[src/rtl/err_estimat_mc.sv]
// Multi-channel error estimator: per channel s1 = (K0*nv + K1*nu + K2*no) >>> FRAC,
// result s1 - nleak, falling back to max(nu - nleak, 0) on arithmetic error or in bypass mode.
module err_estimat_mc #(
  parameter int                       NCH    = 4,
  parameter int                       CNT_W  = 25,
  parameter int                       COEF_W = 32,
  parameter logic signed [COEF_W-1:0] K0     = 483207710,
  parameter logic signed [COEF_W-1:0] K1     = -5592433,
  parameter logic signed [COEF_W-1:0] K2     = 827155766,
  parameter int                       FRAC   = 22,
  parameter int                       OUT_W  = 32
) (
  input  logic                   clk,
  input  logic                   rst,
  input  logic                   i_start,
  input  logic                   i_abort,
  input  logic                   i_mode,
  input  logic [NCH*CNT_W-1:0]   i_nv,
  input  logic [NCH*CNT_W-1:0]   i_nu,
  input  logic [NCH*CNT_W-1:0]   i_no,
  input  logic [NCH*OUT_W-1:0]   i_nleak,
  output logic [OUT_W-1:0]       o_value,
  output logic [2:0]             o_ch,
  output logic                   o_vld,
  output logic                   o_err,
  output logic                   o_busy,
  output logic                   o_done,
  output logic                   o_start_drop
);

  localparam int ACC_W = COEF_W + CNT_W + 3;
  localparam int BIT_W = $clog2(CNT_W + 1);

  typedef enum logic [1:0] {S_IDLE, S_LOAD, S_MUL, S_FIN} state_e;

  state_e                    state_q, state_d;
  logic [2:0]                ch_q, ch_d;
  logic [1:0]                term_q, term_d;
  logic [BIT_W-1:0]          bit_q, bit_d;
  logic signed [ACC_W-1:0]   acc_q, acc_d;
  logic signed [ACC_W-1:0]   mcand_q, mcand_d;
  logic [CNT_W-1:0]          mplier_q, mplier_d;
  logic                      mode_q;
  logic [NCH*CNT_W-1:0]      nv_q, nu_q, no_q;
  logic [NCH*OUT_W-1:0]      nleak_q;
  logic [OUT_W-1:0]          value_q, value_d;
  logic [2:0]                och_q, och_d;
  logic                      vld_q, vld_d, err_q, err_d, done_q, done_d, drop_q, drop_d;
  logic                      cap;

  logic [CNT_W-1:0]          cnt_sel, nu_ch;
  logic [OUT_W-1:0]          leak_ch, fb_val;
  logic signed [COEF_W-1:0]  k_sel;
  logic signed [ACC_W-1:0]   mcand_cur, partial, s1, leak_ext, nu_ext, l_c, fb_c;
  logic [CNT_W-1:0]          mplier_cur;
  logic                      err_c, last_ch;

  // Operand selection and the FIN-stage arithmetic, all from registered state.
  always_comb begin
    unique case (term_q)
      2'd0:    begin cnt_sel = nv_q[int'(ch_q)*CNT_W +: CNT_W]; k_sel = K0; end
      2'd1:    begin cnt_sel = nu_q[int'(ch_q)*CNT_W +: CNT_W]; k_sel = K1; end
      default: begin cnt_sel = no_q[int'(ch_q)*CNT_W +: CNT_W]; k_sel = K2; end
    endcase
    // First bit of a term takes operands straight from the coefficient/count, so no load cycle.
    mcand_cur  = (bit_q == '0) ? {{(ACC_W-COEF_W){k_sel[COEF_W-1]}}, k_sel} : mcand_q;
    mplier_cur = (bit_q == '0) ? cnt_sel : mplier_q;
    partial    = mplier_cur[0] ? mcand_cur : '0;

    nu_ch    = nu_q[int'(ch_q)*CNT_W +: CNT_W];
    leak_ch  = nleak_q[int'(ch_q)*OUT_W +: OUT_W];
    s1       = acc_q >>> FRAC;
    leak_ext = {{(ACC_W-OUT_W){1'b0}}, leak_ch};
    nu_ext   = {{(ACC_W-CNT_W){1'b0}}, nu_ch};
    l_c      = s1 - leak_ext;
    fb_c     = nu_ext - leak_ext;
    fb_val   = fb_c[ACC_W-1] ? '0 : fb_c[OUT_W-1:0];
    err_c    = (s1 <= 0) || (|s1[ACC_W-1:OUT_W]) || l_c[ACC_W-1];
    last_ch  = (ch_q == 3'(NCH-1));
  end

  // NOTE: every signal written here gets a default first, so no path can infer a latch.
  always_comb begin
    state_d  = state_q;
    ch_d     = ch_q;
    term_d   = term_q;
    bit_d    = bit_q;
    acc_d    = acc_q;
    mcand_d  = mcand_q;
    mplier_d = mplier_q;
    value_d  = value_q;
    och_d    = och_q;
    err_d    = err_q;
    vld_d    = 1'b0;
    done_d   = 1'b0;
    drop_d   = i_start && (state_q != S_IDLE);
    cap      = 1'b0;

    unique case (state_q)
      S_IDLE: begin
        if (i_start) begin
          cap     = 1'b1;
          state_d = S_LOAD;
        end
      end
      S_LOAD: begin
        ch_d    = '0;
        term_d  = '0;
        bit_d   = '0;
        acc_d   = '0;
        state_d = mode_q ? S_FIN : S_MUL;
      end
      S_MUL: begin
        acc_d    = acc_q + partial;
        mcand_d  = mcand_cur <<< 1;
        mplier_d = mplier_cur >> 1;
        if (bit_q == BIT_W'(CNT_W-1)) begin
          bit_d = '0;
          if (term_q == 2'd2) begin
            term_d  = '0;
            state_d = S_FIN;
          end else begin
            term_d = term_q + 2'd1;
          end
        end else begin
          bit_d = bit_q + 1'b1;
        end
      end
      default: begin // S_FIN
        vld_d   = 1'b1;
        och_d   = ch_q;
        done_d  = last_ch;
        acc_d   = '0;
        value_d = (mode_q || err_c) ? fb_val : l_c[OUT_W-1:0];
        err_d   = !mode_q && err_c;
        if (last_ch) begin
          state_d = S_IDLE;
        end else begin
          ch_d    = ch_q + 3'd1;
          state_d = mode_q ? S_FIN : S_MUL;
        end
      end
    endcase

    // Abort discards the channel in flight; the previous result stays on o_value.
    if (i_abort && (state_q != S_IDLE)) begin
      state_d = S_IDLE;
      acc_d   = '0;
      vld_d   = 1'b0;
      done_d  = 1'b0;
      value_d = value_q;
      och_d   = och_q;
      err_d   = err_q;
    end
  end

  // NOTE: state is updated with non-blocking assignments so every register samples pre-edge values.
  always_ff @(posedge clk or negedge rst) begin
    if (!rst) begin
      state_q  <= S_IDLE;
      ch_q     <= '0;
      term_q   <= '0;
      bit_q    <= '0;
      acc_q    <= '0;
      mcand_q  <= '0;
      mplier_q <= '0;
      mode_q   <= 1'b0;
      nv_q     <= '0;
      nu_q     <= '0;
      no_q     <= '0;
      nleak_q  <= '0;
      value_q  <= '0;
      och_q    <= '0;
      err_q    <= 1'b0;
      vld_q    <= 1'b0;
      done_q   <= 1'b0;
      drop_q   <= 1'b0;
    end else begin
      state_q  <= state_d;
      ch_q     <= ch_d;
      term_q   <= term_d;
      bit_q    <= bit_d;
      acc_q    <= acc_d;
      mcand_q  <= mcand_d;
      mplier_q <= mplier_d;
      value_q  <= value_d;
      och_q    <= och_d;
      err_q    <= err_d;
      vld_q    <= vld_d;
      done_q   <= done_d;
      drop_q   <= drop_d;
      if (cap) begin
        mode_q  <= i_mode;
        nv_q    <= i_nv;
        nu_q    <= i_nu;
        no_q    <= i_no;
        nleak_q <= i_nleak;
      end
    end
  end

  assign o_value      = value_q;
  assign o_ch         = och_q;
  assign o_vld        = vld_q;
  assign o_err        = err_q;
  assign o_done       = done_q;
  assign o_start_drop = drop_q;
  assign o_busy       = (state_q != S_IDLE);

endmodule
[config.mk]
export PLATFORM = sky130hd
export DESIGN_NAME = err_estimat_mc
export DESIGN_NICKNAME = d
export VERILOG_FILES = /design/src/rtl/err_estimat_mc.sv
export SDC_FILE = /design/constraint.sdc
export NUM_CORES = 1
export LEC_CHECK = 0
export ABC_CLOCK_PERIOD_IN_PS = 14800
export CELL_PAD_IN_SITES_DETAIL_PLACEMENT = 1
export CELL_PAD_IN_SITES_GLOBAL_PLACEMENT = 1
export CORE_ASPECT_RATIO = 1.25
export CORE_MARGIN = 2
export CORE_UTILIZATION = 48
export CTS_CLUSTER_SIZE = 30
export DETAILED_ROUTE_END_ITERATION = 8
export GPL_TIMING_DRIVEN = 1
export PLACE_DENSITY_LB_ADDON = 0.1
export RECOVER_POWER = 25
export SLEW_MARGIN = 20
export SYNTH_ARGS = -nofsm -noshare
export SYNTH_HDL_FRONTEND = slang
export SYNTH_SLANG_ARGS = --single-unit
export TNS_END_PERCENT = 30
[constraint.sdc]
create_clock -name clk -period 14.8 [get_ports clk]
set_input_delay 2.22 -clock clk [delete_from_list [all_inputs] [get_ports clk]]
set_output_delay 2.22 -clock clk [all_outputs]
set_load 0.05 [all_outputs]
==> impl_metrics.yaml <==
run_status:
  status: "complete, but fails checks"
  violations: "capacitance limit, slew limit"
logic_synthesis:
  synthesis.nets: 3537
  ys_types: 82
  ys_ff_latch: 623
  synth_cells: 2976
  post_synth.cell_area_avg_um2: 11.4
  synthMuxAreaShare_pct: 22.4
  synth_top_family_by_area: "multiplexers"
  netlist_area_mm2: 0.0338
  synth_edf_count: 0
  synth_flop_cell: "dfrtp_1"
  synth_top_area_share_pct: 46.1
  yosys-top-cells-area: "dfrtp_1 46%, mux2_2 15%, mux4_2 7.0%"
  ys_seq_area_share_pct: 46.1
  synth_compound_area_share_pct: 13.0
  ys_warn_count: 0
  synthSimpleGateAreaFrac_pct: 8.42
  yosys.area.top_type: "dfrtp_1"
  synthAdderAreaFrac_pct: 4.80
  synth-xor-area-share_pct: 2.46
  async_flop_share_pct: 100
worst_setup_path:
  setup.worst_path.class: "flop to flop"
  critPathTopFamily: "buffers and inverters"
  critPathSlowestCell: "clkbuf_1"
  crit_fanout: 56
  critPathLaunch: "ch_q[0]$_DFFE_PN0P_"
  slowest_delay_ns: 2.77
  ff2ff_setup_slack_ns: 5.48
  endpoint_kind: "flop"
  crit_path_cell_trace: "clkbuf_1, buf_4, mux4_2, nand2_1, o221ai_1, o21ai_4, buf_4, nor3_1, ha_1, a211oi_2, o211a_1, o31a_1, a21oi_2, o2bb2ai_1, o211ai_1, a211oi_1, or4_1, and3_1, a211o_1"
  required_ns: 15.30
  rr_worst_depth: 19
  reg2reg_to: "acc_q[59]$_DFFE_PN0P_"
  crit_buf_inv: 3
  arrival_ns: 9.82
  start_kind: "flop"
  rr_startpoint: "ch_q[0]$_DFFE_PN0P_"
  cp_common_cell: "buf_4"
min_path:
  hold_end: "o_value[26]$_DFFE_PN0P_"
  hold_class: "flop to flop"
  holdPathStages: 2
  hold_path.startpoint: "o_value[26]$_DFFE_PN0P_"
floorplanning:
  die_w_um: 241
  core-area_mm2: 0.0696
  start_util_pct: 48.6
  die_area_mm2: 0.0726
  rows: 108
  num_io_pins: 473
  die_y_um: 301
placed_design:
  place_area_mm2: 0.0393
  hpwl_mm: 88.1
  portBuffers: 472
  globalplace.congestion: 0.889
global_route:
  grtUsageTotal_pct: 33.3
  antenna_found_initial: 59
  grt_pass1_vias: 29227
  grt_pass1_wl_mm: 181
  gr-total-overflow: 0
  grt_max_degree: 186
timing:
  max_slew_margin_pct: -255
  fmax_mhz: 107
  hold_viol: 0
  rsz0062_at_grt: "no"
  fin_setup_tns_ns: 0
  worst_slew_pin_slew_ns: 5.32
  drv_slew: 602
  period_minus_slack_ns: 9.32
  setup_viol: 0
  skew_ns: 0.0301
  fin_crit_sh_pct: 63.0
final_layout:
  nFillCells: 7042
  regArea_mm2: 0.0156
  fin_nets: 3921
  drive_gt1_share_pct: 20.1
  final_area_mm2: 0.0415
  multi_input_area_mm2: 0.0173
  area_delta_synth_final_pct: 22.8
run:
  cap_viol_max_count: 10
pwr:
  power.density_mw_per_mm2: 255
  irDropWorstVdd_mv: 0.123
  p_leak_uw: 0.0175
clock_tree:
  holdBufCountCts: 0
  cts-root-buf: "clkbuf_16"
  cts.clk_slew.worst_paths_ns: 0.07
  clock-sinks: 623
  clockBufferDepth: 3
  cts_made_buffers: 69
  htree_levels: 3
  cts_tree: "built"
  cts_resized: 0
  insertion_delay_ns: 0.64
  post_cts_buffers: 0
detailed_routing:
  wl_per_cell_um: 27.8
  viasPerCell: 6.00
  ant_nets: 0
  dr_total_vias: 26306
  dr.pass1.iters: 4
  wirelength_mm: 122
  drt_iter0_drc: 1491
  drc: 0
==> stage by stage <==
step,util [%],instances,power [µW],hold slack [ns],setup slack (ns)
final,59.7,4384,10600,0.491,5.48
after global routing,59.6,4381,11200,0.511,4.64
after CTS,59.6,4340,10500,0.498,7.68
after detailed placement,56.4,4224,8710,0.482,7.75
after global placement,56.4,4224,8410,0.467,7.85
after floorplan,-,2976,6930,0.459,10.06
==> how the worst max path moves through the flow <==
stage,cells past startpoint,endpoint
6_report,19,acc_q[59]$_DFFE_PN0P_
5_1_grt,19,acc_q[59]$_DFFE_PN0P_
4_1_cts,18,acc_q[59]$_DFFE_PN0P_
3_5_place_dp,18,acc_q[59]$_DFFE_PN0P_
3_3_place_gp,18,acc_q[59]$_DFFE_PN0P_
2_1_floorplan,19,o_value[29]$_DFFE_PN0P_
==> layer usage <==
layer / share of wire, % / vias to the layer above / global-route usage, %
li1: - / 11691 / -
met4: 4.8 / 24 / 15.2
met1: 38 / 13643 / 38.5
met5: 0.12 / - / 0
met2: 52 / 682 / 58.4
met3: 5.1 / 266 / 7.73
==> worst min-delay path, delay by kind of cell, from the launching register on <==
kind / cells / cell delay [ns]
flops: 1 / 0.35
compound gates: 1 / 0.06
simple gates: 1 / 0.05
==> cell usage in the layout (no fill, tap or decap), drive strengths merged, types with 6 or more instances in the layout <==
| master | Yosys | layout |
|---|---|---|
| a211o | 8 | 8 |
| a211oi | 17 | 17 |
| a21boi | 6 | 6 |
| a21o | 62 | 62 |
| a21oi | 204 | 204 |
| a221oi | 21 | 21 |
| a311oi | 6 | 6 |
| a31oi | 27 | 27 |
| and2 | 32 | 32 |
| and3 | 26 | 26 |
| buf | 34 | 17 |
| clkbuf | 149 | 109 |
| clkdlybuf4s50 | 0 | 470 |
| clkinv | 1 | 13 |
| dfrtp | 623 | 623 |
| diode | 0 | 44 |
| ha | 125 | 125 |
| inv | 63 | 64 |
| mux2 | 436 | 436 |
| mux2i | 27 | 27 |
| mux4 | 106 | 106 |
| nand2 | 209 | 209 |
| nand2b | 18 | 18 |
| nand3 | 31 | 31 |
| nand4 | 22 | 22 |
| nor2 | 233 | 233 |
| nor2b | 17 | 17 |
| nor3 | 18 | 18 |
| nor4 | 9 | 9 |
| o211ai | 61 | 61 |
| o21a | 24 | 24 |
| o21ai | 154 | 154 |
| o21bai | 20 | 20 |
| o31ai | 10 | 10 |
| or3 | 6 | 6 |
| xnor2 | 58 | 58 |
| xor2 | 37 | 37 |
==> final cells by class <==
cell class / instances / share of cell area, %
multi-input combinational: 2106 / 41.6
clock inverter: 15 / 0.434
inverter: 64 / 0.579
clock buffer: 101 / 4.86
sequential: 623 / 37.6
timing repair buffer: 496 / 11.8
tap: 935 / 2.82
antenna: 44 / 0.265
==> cell families (layout without fill, tap and decap cells) <==
family | Yosys count | count (layout)
other | 0 | 44
XOR/XNOR | 95 | 95
multiplexers | 569 | 569
flip-flops | 623 | 623
adder cells (fa/ha/maj) | 128 | 128
AO/OA/AOI/OAI | 678 | 678
buffers and inverters | 247 | 676
AND/OR/NAND/NOR | 636 | 636
==> flip-flops by register name, summed over array words and instances, names as in the netlist <==
name and count:
acc_q 60, bit_q 5, ch_q 3, mcand_q 59, mode_q 1, mplier_q 24, nleak_q 128, no_q 100
nu_q 100, nv_q 100, o_ch 3, o_done 1, o_err 1, o_start_drop 1, o_value 32, o_vld 1
state_q 2, term_q 2
==> power breakdown <==
| group | internal [µW] | switching, µW | leakage, µW |
|---|---|---|---|
| combinational | 2510 | 3250 | 0.00897 |
| sequential | 2520 | 580 | 0.00749 |
| clock | 969 | 755 | 0.00108 |
| total | 5990 | 4580 | 0.0175 |
==> cells in the mapped netlist (all sizes together) (8+ instances only) <==
| cell | count |
|---|---|
| o21bai | 20 |
| inv | 63 |
| and3 | 26 |
| nand2b | 18 |
| nand2 | 209 |
| buf | 34 |
| xnor2 | 58 |
| nor4 | 9 |
| xor2 | 37 |
| o21ai | 154 |
| nor2b | 17 |
| nand4 | 22 |
| o211ai | 61 |
| o31ai | 10 |
| and2 | 32 |
| mux4 | 106 |
| a21o | 62 |
| a21oi | 204 |
| ha | 125 |
| nor2 | 233 |
| a221oi | 21 |
| nor3 | 18 |
| a31oi | 27 |
| a211o | 8 |
| dfrtp | 623 |
| nand3 | 31 |
| o21a | 24 |
| mux2i | 27 |
| a211oi | 17 |
| mux2 | 436 |
| clkbuf | 149 |
No activity file was read; power rests on OpenSTA's default activity.
